`src/rtl/phase_sequencer.sv`:
```
// Multi-cycle core phase controller: one-hot phase strobes, stall handling with
// a watchdog, debug halt/resume, and cycle / retired-instruction counters.
module phase_sequencer #(
  parameter int CNT_WIDTH   = 32,
  parameter int STALL_LIMIT = 256,
  parameter int SW          = 9
) (
  input  logic                 clk,
  input  logic                 rst,
  input  logic                 stall_fetch,
  input  logic                 stall_memory,
  input  logic                 halt_req,
  input  logic                 resume,
  output logic                 phase_fetch,
  output logic                 phase_decode,
  output logic                 phase_execute,
  output logic                 phase_memory,
  output logic                 phase_writeback,
  output logic                 halted,
  output logic                 stall_timeout,
  output logic [CNT_WIDTH-1:0] cycle_count,
  output logic [CNT_WIDTH-1:0] instret_count
);

  typedef enum logic [2:0] {
    S_IDLE, S_FETCH, S_DECODE, S_EXECUTE, S_MEMORY, S_WRITEBACK, S_HALT
  } state_t;

  state_t        state, state_nxt;
  logic          pending_halt, pending_nxt;
  logic [SW-1:0] stall_cnt, stall_cnt_nxt;
  logic          stalled, stall_hit;

  // The watchdog fires once the counter has recorded STALL_LIMIT held cycles,
  // and its forced HALT takes priority over whatever the phase logic chose.
  always_comb begin
    state_nxt = state;
    stalled   = 1'b0;
    stall_hit = (stall_cnt == SW'(STALL_LIMIT));
    case (state)
      S_IDLE:      state_nxt = S_FETCH;
      S_FETCH:     if (stall_fetch) stalled = 1'b1; else state_nxt = S_DECODE;
      S_DECODE:    state_nxt = S_EXECUTE;
      S_EXECUTE:   state_nxt = S_MEMORY;
      S_MEMORY:    if (stall_memory) stalled = 1'b1; else state_nxt = S_WRITEBACK;
      S_WRITEBACK: state_nxt = (pending_halt || halt_req) ? S_HALT : S_FETCH;
      S_HALT:      if (resume) state_nxt = S_FETCH;
      default:     state_nxt = S_IDLE;
    endcase
    if (stall_hit) state_nxt = S_HALT;

    stall_cnt_nxt = (stalled && !stall_hit) ? stall_cnt + 1'b1 : '0;

    pending_nxt = pending_halt;
    if (state != S_HALT && halt_req) pending_nxt = 1'b1;
    if (state_nxt == S_HALT) pending_nxt = 1'b0;
  end

  always_ff @(posedge clk or posedge rst) begin
    if (rst) begin
      state           <= S_IDLE;
      pending_halt    <= 1'b0;
      stall_cnt       <= '0;
      phase_fetch     <= 1'b0;
      phase_decode    <= 1'b0;
      phase_execute   <= 1'b0;
      phase_memory    <= 1'b0;
      phase_writeback <= 1'b0;
      halted          <= 1'b0;
      stall_timeout   <= 1'b0;
      cycle_count     <= '0;
      instret_count   <= '0;
    end else begin
      state           <= state_nxt;
      pending_halt    <= pending_nxt;
      stall_cnt       <= stall_cnt_nxt;
      phase_fetch     <= (state_nxt == S_FETCH);
      phase_decode    <= (state_nxt == S_DECODE);
      phase_execute   <= (state_nxt == S_EXECUTE);
      phase_memory    <= (state_nxt == S_MEMORY);
      phase_writeback <= (state_nxt == S_WRITEBACK);
      halted          <= (state_nxt == S_HALT);
      if (stall_hit)
        stall_timeout <= 1'b1;
      else if (state == S_HALT && state_nxt != S_HALT)
        stall_timeout <= 1'b0;
      cycle_count     <= cycle_count + 1'b1;
      if (state == S_WRITEBACK)
        instret_count <= instret_count + 1'b1;
    end
  end

endmodule
```
`config.mk`:
```
export PLATFORM = sky130hd
export DESIGN_NAME = phase_sequencer
export DESIGN_NICKNAME = d
export VERILOG_FILES = /design/src/rtl/phase_sequencer.sv
export SDC_FILE = /design/constraint.sdc
export NUM_CORES = 1
export LEC_CHECK = 0
export ABC_CLOCK_PERIOD_IN_PS = 3100
export BUFFER_PORTS_ARGS = -buffer_cell sky130_fd_sc_hd__buf_2
export CAP_MARGIN = 20
export CORE_MARGIN = 1.5
export CORE_UTILIZATION = 25
export CTS_CLUSTER_DIAMETER = 150
export DETAILED_ROUTE_END_ITERATION = 10
export GPL_TIMING_DRIVEN = 0
export PLACE_DENSITY = 0.41
export SYNTH_ARGS = -nofsm -noshare
export SYNTH_HDL_FRONTEND = slang
export SYNTH_SLANG_ARGS = --single-unit
```
`constraint.sdc`:
```
create_clock -name clk -period 3.1 [get_ports clk]
set_clock_uncertainty 0.05 [all_clocks]
set_input_delay 0.465 -clock clk [delete_from_list [all_inputs] [get_ports clk]]
set_output_delay 0.465 -clock clk [all_outputs]
set_load 0.02 [all_outputs]
```
==> results_dict.tcl <==
set metrics [dict create \
    ir_drop_mv 0.2495 \
    clk_latency_ns 0.34 \
    period_needed_ns 2.156 \
    fin_nets 434 \
    coreArea_mm2 0.01453 \
    synth_edf_count 0 \
    p_sw_w 0.0008515 \
    use_met1 0.1523 \
    hold_path.class "in2async" \
    max_cap_violations 0 \
    post-cts-setup-buffers 0 \
    worstSetupEndpointType "register" \
    rows 44 \
    dp_hpwl_um 5762 \
    drt-initial-drc-count 124 \
    seq_area_frac_synth 0.5632 \
    grt_pass1_wl_um 14020 \
    io_pins 77 \
    arrival_ns 2.33 \
    worst_setup_path_start_kind "register" \
    cp_slowest_cell "nor2_1" \
    dr_total_vias 2705 \
    outcome "complete, no violations" \
    gp_congestion 0.7763 \
    pwr-share-comb 0.187 \
    grt-ovfl-total 0 \
    antenna_found_initial 0 \
    worst_pin_slew_ns 0.7391 \
    busiest_layer "met2" \
    synthFlopType "dfrtp_1" \
    fin_ws_ns 0.9437 \
    slew_headroom 0.5054 \
    final_layout_size_suffix_gt1_frac 0.2430 \
    fin_util 0.3205 \
    cts_tree "built" \
    place_ws_ns 0.8762 \
    synth.distinct_cells 36 \
    regArea_mm2 0.002102 \
    h-tree-depth 3 \
    hold_slack_ns 0.09623 \
    final_cell_mix "84 x dfrtp_1, 77 x buf_2, 48 x xnor2_1" \
    cts.sinks 84 \
    clk_pin_slew_ns 0.06 \
    syn_avg_cell_area_um2 11.11 \
    rsz0062_at_grt "false" \
    wl_per_cell_um 13.44 \
    firstDrtPassIters 4 \
    setup_tns_ns 0 \
    finalSetupViolCount 0 \
    yosys_warnings 0 \
    post-route-drc-count 0 \
    grt.total_usage 0.1122 \
    die_w_um 125.2 \
    drt-total-wl_um 8226 \
    crit_required_ns 3.27 \
    cts_buffers 9 \
    cellLeakagePower_nw 2.305 \
    io_buffers 76 \
    fin_crit_sh 0.6956 \
    postSynthCellCount 336 \
    syn_to_final_growth_pct 24.81 \
    post_cts_resized 0 \
    p_clk_frac 0.369 \
    root_buffer "clkbuf_16" \
    ys_ff_latch 84 \
    dieArea_mm2 0.01567 \
    final_antenna_net_count 0 \
    hold_viol 0 \
    met2_usage 0.1649 \
    cpLargestDelayFamily "simple AND/OR/NAND/NOR gates" \
    synth_nets 346 \
    multiInputGateArea_mm2 0.001558 \
    timing.fmax_mhz 463.8 \
    seqPwrFrac 0.443 \
    critical_path.max_fanout 10 \
    slew_violations 0 \
    clock_path_buffers 2 \
    max_stage_delay_ns 0.64 \
    synthArstFlopShare 1.000 \
    die_h_um 125.2 \
    p_sw_frac 0.2955 \
    final_common_cell "dfrtp_1" \
    via_per_inst 4.420 \
    p_int_w 0.002030 \
    p_per_area_mw_per_mm2 618.5 \
    globalRouteMet3Util 0.02739 \
    grt_pass1_vias 2668 \
    critPathKind "reg2reg" \
    start_util 0.2568 \
    fillCellCount 1522 \
    crit_chain "buf_4 > nand3b_1 > nor2_1 > and4_1 > buf_6 > nand3_2 > xnor2_1" \
    n_antenna_cell 0 \
    cp_num_buf_inv 2 \
    cts_hold_buf 0 \
    grt_max_degree 53 \
    syn_area_mm2 0.003732 \
]
[layer usage]
metal,vias up,wire (um)
met4,0,194
met2,51,3683
met5,-,0
met3,12,299
li1,1318,-
met1,1324,4048
[cells by family (layout without fill, tap and decap cells)]
logic type / Yosys count / after routing / synth area share
simple gates: 150 / 150 / 0.2226
buf+inv: 16 / 108 / 0.01944
fa+ha+maj: 4 / 4 / 0.01341
xor+xnor: 68 / 68 / 0.1596
compound gates: 14 / 14 / 0.02179
flops: 84 / 84 / 0.5632
[state kept, by name (all words and copies together) (netlist names), 3 cells and up]
signal / count
cycle_count: 32
instret_count: 32
stall_cnt: 9
state: 3
[final timing paths]
check / cells after the start / endpoint / slack, ns / from
max reg2reg: 7 / instret_count[31] / 0.94 / state[2]
min reg2reg: 1 / instret_count[31] / 0.42 / instret_count[31]
min: 2 / cycle_count[12] / 0.1 / rst
max: 7 / instret_count[31] / 0.94 / state[2]
max in group asynchronous: 3 / instret_count[24] / 2.29 / rst
min in group clk: 3 / pending_halt / 0.37 / halt_req
[cell type report]
cell class | instances | share of cell area
inverters | 10 | 0.008595
clock buffers | 13 | 0.05372
multi-input cells | 236 | 0.3344
repair buffers | 77 | 0.08756
clock inverters | 2 | 0.007521
plain buffers | 6 | 0.007521
well taps | 184 | 0.04942
flip-flops and latches | 84 | 0.4512
[worst reg2reg max path, stage by stage (launching register included)]
cell      delay [ns]
dfrtp_1         0.32
buf_4           0.15
nand3b_1        0.21
nor2_1          0.64
and4_1          0.32
buf_6           0.13
nand3_2         0.08
xnor2_1         0.13
[power by group through the flow]
stage | registers, W | clock network (W) | logic (W)
2_1_floorplan | 0.00135 | 0 | 0.000311
3_3_place_gp | 0.00129 | 0 | 0.000541
3_5_place_dp | 0.00130 | 0 | 0.000547
4_1_cts | 0.00128 | 0.00111 | 0.000549
5_1_grt | 0.00129 | 0.00116 | 0.000606
6_report | 0.00128 | 0.00106 | 0.000539
[stage by stage]
| step | instance area (um^2) | instances | power [W] |
|---|---|---|---|
| floorplan | 3732 | 336 | 0.001666 |
| global placement | 4343 | 596 | 0.001834 |
| detailed placement | 4373 | 597 | 0.001843 |
| CTS | 4658 | 612 | 0.002939 |
| global route | 4658 | 612 | 0.003054 |
| finish | 4658 | 612 | 0.002881 |
[synth_stat cells (2+ instances only)]
cell type	number	area share
a21oi_1	6	0.0080
and2_1	2	0.0034
and3_1	12	0.020
and4_1	3	0.0070
and4_2	2	0.0054
clkbuf_1	3	0.0030
dfrtp_1	84	0.56
ha_1	4	0.013
inv_1	10	0.010
nand2_1	36	0.036
nand2b_1	2	0.0034
nand3_1	24	0.032
nand3_2	4	0.011
nand3b_1	4	0.0080
nand4_1	14	0.023
nand4_2	2	0.0067
nor2_1	29	0.029
nor2b_1	3	0.0050
nor3_1	5	0.0067
nor4_4	2	0.011
nor4b_1	2	0.0047
o21ai_0	3	0.0040
xnor2_1	48	0.11
xor2_1	20	0.047
(Power assumes the default switching activity.)
